===== src/rtl/decoder_pipe.sv =====
// rtl/decoder_pipe.sv - select-to-one-hot decoder with a two-entry skid-buffered valid/ready pipe.
// Optional saturating error counter enabled by macro DECODER_PIPE_ERRCNT_EN.
module decoder_pipe #(
    parameter int SEL_W   = 4,
    parameter int OUTPUTS = 16
) (
    input  logic               clock,
    input  logic               reset,
    input  logic               in_valid,
    output logic               in_ready,
    input  logic [SEL_W-1:0]   in_sel,
    output logic               out_valid,
    input  logic               out_ready,
    output logic [OUTPUTS-1:0] out_onehot,
    output logic               out_err,
    output logic [7:0]         err_count
);

    logic [OUTPUTS-1:0] dec_onehot;
    logic               dec_err;

    logic               out_valid_q, out_valid_d;
    logic [OUTPUTS-1:0] out_onehot_q, out_onehot_d;
    logic               out_err_q, out_err_d;
    logic               skid_valid_q, skid_valid_d;
    logic [OUTPUTS-1:0] skid_onehot_q, skid_onehot_d;
    logic               skid_err_q, skid_err_d;
    logic               in_ready_q, in_ready_d;

    logic accept;
    logic consume;

    // Decode happens before storage so both buffer entries hold finished words.
    always_comb begin
        dec_onehot = '0;
        dec_err    = 1'b1;
        for (int i = 0; i < OUTPUTS; i++) begin
            if (in_sel == SEL_W'(i)) begin
                dec_onehot[i] = 1'b1;
                dec_err       = 1'b0;
            end
        end
    end

    assign accept  = in_valid && in_ready_q;
    assign consume = out_valid_q && out_ready;

    always_comb begin
        out_valid_d   = out_valid_q;
        out_onehot_d  = out_onehot_q;
        out_err_d     = out_err_q;
        skid_valid_d  = skid_valid_q;
        skid_onehot_d = skid_onehot_q;
        skid_err_d    = skid_err_q;

        if (!out_valid_q || consume) begin
            // in_ready is low whenever the skid is full, so accept and skid refill never collide.
            if (skid_valid_q) begin
                out_valid_d   = 1'b1;
                out_onehot_d  = skid_onehot_q;
                out_err_d     = skid_err_q;
                skid_valid_d  = 1'b0;
                skid_onehot_d = '0;
                skid_err_d    = 1'b0;
            end else if (accept) begin
                out_valid_d  = 1'b1;
                out_onehot_d = dec_onehot;
                out_err_d    = dec_err;
            end else begin
                out_valid_d  = 1'b0;
                out_onehot_d = '0;
                out_err_d    = 1'b0;
            end
        end else if (accept) begin
            skid_valid_d  = 1'b1;
            skid_onehot_d = dec_onehot;
            skid_err_d    = dec_err;
        end

        in_ready_d = !skid_valid_d;
    end

    always_ff @(posedge clock) begin
        if (reset) begin
            out_valid_q   <= 1'b0;
            out_onehot_q  <= '0;
            out_err_q     <= 1'b0;
            skid_valid_q  <= 1'b0;
            skid_onehot_q <= '0;
            skid_err_q    <= 1'b0;
            in_ready_q    <= 1'b1;
        end else begin
            out_valid_q   <= out_valid_d;
            out_onehot_q  <= out_onehot_d;
            out_err_q     <= out_err_d;
            skid_valid_q  <= skid_valid_d;
            skid_onehot_q <= skid_onehot_d;
            skid_err_q    <= skid_err_d;
            in_ready_q    <= in_ready_d;
        end
    end

    assign in_ready   = in_ready_q;
    assign out_valid  = out_valid_q;
    assign out_onehot = out_onehot_q;
    assign out_err    = out_err_q;

`ifdef DECODER_PIPE_ERRCNT_EN
    logic [7:0] err_count_q, err_count_d;

    always_comb begin
        err_count_d = err_count_q;
        if (accept && dec_err && (err_count_q != 8'hFF)) begin
            err_count_d = err_count_q + 8'd1;
        end
    end

    always_ff @(posedge clock) begin
        if (reset) begin
            err_count_q <= 8'd0;
        end else begin
            err_count_q <= err_count_d;
        end
    end

    assign err_count = err_count_q;
`else
    assign err_count = 8'd0;
`endif

endmodule


===== config.mk =====
export PLATFORM = sky130hd
export DESIGN_NAME = decoder_pipe
export DESIGN_NICKNAME = d
export VERILOG_FILES = /design/src/rtl/decoder_pipe.sv
export SDC_FILE = /design/constraint.sdc
export NUM_CORES = 1
export LEC_CHECK = 0
export CAP_MARGIN = 10
export CELL_PAD_IN_SITES_DETAIL_PLACEMENT = 0
export CELL_PAD_IN_SITES_GLOBAL_PLACEMENT = 1
export CORE_MARGIN = 3
export CORE_UTILIZATION = 40
export CTS_CLUSTER_SIZE = 14
export DETAILED_ROUTE_END_ITERATION = 8
export PLACE_DENSITY_LB_ADDON = 0.1
export SYNTH_ARGS = -nofsm -noshare
export SYNTH_HDL_FRONTEND = slang
export SYNTH_SLANG_ARGS = --single-unit

===== constraint.sdc =====
create_clock -name clock -period 3.6 [get_ports clock]
set_clock_uncertainty 0.2 [all_clocks]
set_input_delay 0.72 -clock clock [delete_from_list [all_inputs] [get_ports clock]]
set_output_delay 0.72 -clock clock [all_outputs]
set_load 0.03 [all_outputs]

==> impl_metrics.toml <==
[floorplanning]
io_pins = 35
die-area_um2 = 4700
core_area_um2 = 3720
start_util_pct = 42.2
die_x_um = 68.6
row_count = 22
fp.dieH_um = 68.6

[clock_network]
cts-root-buf = "clkbuf_8"
clk_latency_ns = 0.29
cts_buffers = 5
htreeDepth = 2
postCtsHoldBufs = 0
clk_pin_slew_ns = 0.08
cts_resized = 0
tritoncts = "yes"
post_cts_buffers = 0
cts.sinks = 37
cts_max_path_buffers = 2

[drt]
wl_per_cell_um = 15.2
drc = 0
ant_nets = 0
vias_per_cell = 5.45
vias = 1210
wl_um = 3370
drtPass1Iterations = 4
drtIter0Drc = 79

[logic_synthesis]
yosysSeqAreaShare_pct = 47.3
async_flop_share_pct = 0
synthFlopType = "dfxtp_1"
yosys-mux-area-fraction_pct = 0
yosysMostFrequentCell = "dfxtp_1"
yosys.area.top_type = "dfxtp_1"
syn_area_per_cell_um2 = 10.0
synth_adder_area_share_pct = 0
syn_area_um2 = 1570
synth-xor-area-share_pct = 0
netlist_top_cells_count = "37 x dfxtp_1, 18 x nor2_1, 16 x a22o_1"
yosysTopAreaCellShare_pct = 47.3
yosys_register_bits = 37
yosysWarnings = 0
ys_types = 29
synth-edff-count = 0
synthSimpleGateAreaFrac_pct = 16.9
synthTopCellsByArea = "dfxtp_1 47%, a22o_1 8.9%, a32oi_1 6.7%"
netlist_instances = 156
synth-compound-area-share_pct = 25.9
synth_top_family_by_area = "compound AO/OA/AOI/OAI gates"

[worst_setup_path]
reg2reg_setup_slack_ns = 1.60
worstPathCellList = "clkdlybuf4s50_1 -> or3b_4 -> nor3b_2 -> a22o_1"
crit_type = "in2reg"
start_kind = "input pin"
slowest_delay_ns = 0.78
slowest_stage = "clkdlybuf4s50_1"
cp.required_ns = 3.64
end_kind = "flip-flop"
path_max_fanout = 20
crit_arrival_ns = 2.57

[worst_hold_path]
hold_path_class = "reg2reg"

[pwr]
power_density_nw_per_um2 = 436
peakVddDrop_v = 0.000281
p_total_mw = 0.810
p_leak_nw = 0.665

[sta]
finalHoldViolCount = 0
worst_pin_slew_ns = 0.750
relSlewSlack_pct = 49.8
finalCritPeriodShare_pct = 70.5
fin_crit_ns = 2.54
slew_violations = 0
setup_viol = 0
rsz0062_at_grt = "no"
max_freq_mhz = 394
setup_ws_ns = 1.06
timing.setup.tns_ns = 0

[grt]
grt_first_pass_wirelength_um = 5370
grt_overflow_total = 0
grt_pass1_vias = 1078
grtUsageTotal_pct = 15.8
antenna_found_initial = 0
grt_max_degree = 35

[job]
drv_cap = 0

[placed_design]
hpwl_um = 2380
dpl_worst_slack_ns = 0.769
gp_congestion = 0.818
portBuffers = 26

[final_layout]
areaGrowthSynthToFinish_pct = 18.6
n_antenna_cell = 0
final_core_util_pct = 50.0
nNetsFinal = 181
drive_gt1_share_pct = 9.20

[run_status]
status = "complete, no violations"
[cell usage in the layout (no fill, tap or decap)]
cell and instances:
a211oi_1 12, a211oi_4 1, a21oi_1 3, a22o_1 16
a311oi_1 4, a32oi_1 12, and2_1 2, and3b_1 1
and4b_1 1, buf_4 1, clkbuf_8 5, clkdlybuf4s50_1 26
clkinv_2 2, clkinvlp_4 1, conb_1 8, dfxtp_1 37
inv_1 1, nand2_1 6, nand2b_1 1, nand3_1 1
nand3b_1 1, nand4_1 4, nor2_1 18, nor2b_1 4
nor3_2 1, nor3b_2 2, nor4_4 1, or2_2 1
or3b_4 1
[critical path, delay by kind of cell]
family                 cells  cell delay (ns)
AO/OA/AOI/OAI              1             0.18
buffers and inverters      1             0.78
AND/OR/NAND/NOR            2             0.89
[metal layers]
layer,share of wire [%],wire [um],vias up,GRT usage (%)
met2,41,1390,50,21.8
met3,7.7,258,6,5.35
met5,0,0,-,0
met1,50,1670,553,22.0
li1,-,-,601,-
met4,1.4,46,0,6.95
[per-stage QoR]
| stage | hold WS [ns] | area (um2) | std cells |
|---|---|---|---|
| 3_5_place_dp | 0.253 | 1770 | 214 |
| 4_1_cts | 0.278 | 1860 | 222 |
| 6_report | 0.270 | 1860 | 222 |
| 5_1_grt | 0.289 | 1860 | 222 |
| 2_1_floorplan | 0.229 | 1590 | 163 |
| 3_3_place_gp | 0.263 | 1770 | 214 |
[kinds of logic after synthesis]
family / Yosys count
AOI/OAI and AO/OA: 48
and+or+nand+nor: 45
DFF: 37
buffers and inverters: 25
other: 1
[area by class of cell]
class / instances / area (um2)
sequential: 37 / 741
inverter: 1 / 3.75
fill: 359 / 1860
clock inverter: 3 / 17.5
timing repair buffer: 27 / 268
multi-input combinational: 101 / 699
clock buffer: 5 / 68.8
tap: 48 / 60.1
[state kept, by name (all words and copies together) (netlist names)]
signal         count
out_valid          1
out_err            1
out_onehot        16
skid_valid_q       1
in_ready           1
skid_err_q         1
skid_onehot_q     16
[where the power goes]
part / total, mW / switching (mW) / internal [mW] / leakage (nW)
registers: 0.425 / 0.00668 / 0.418 / 0.300
logic: 0.104 / 0.0694 / 0.0341 / 0.321
clock network: 0.281 / 0.148 / 0.133 / 0.0439
[path summary, 6_finish.rpt]
path / start / to / cells after the start
setup reg to reg: skid_valid_q / out_onehot[4] / 3
hold reg to reg: skid_err_q / skid_err_q / 1
hold / removal: skid_err_q / skid_err_q / 1
setup / recovery: reset / skid_onehot_q[8] / 4
(Power assumes the default switching activity.)
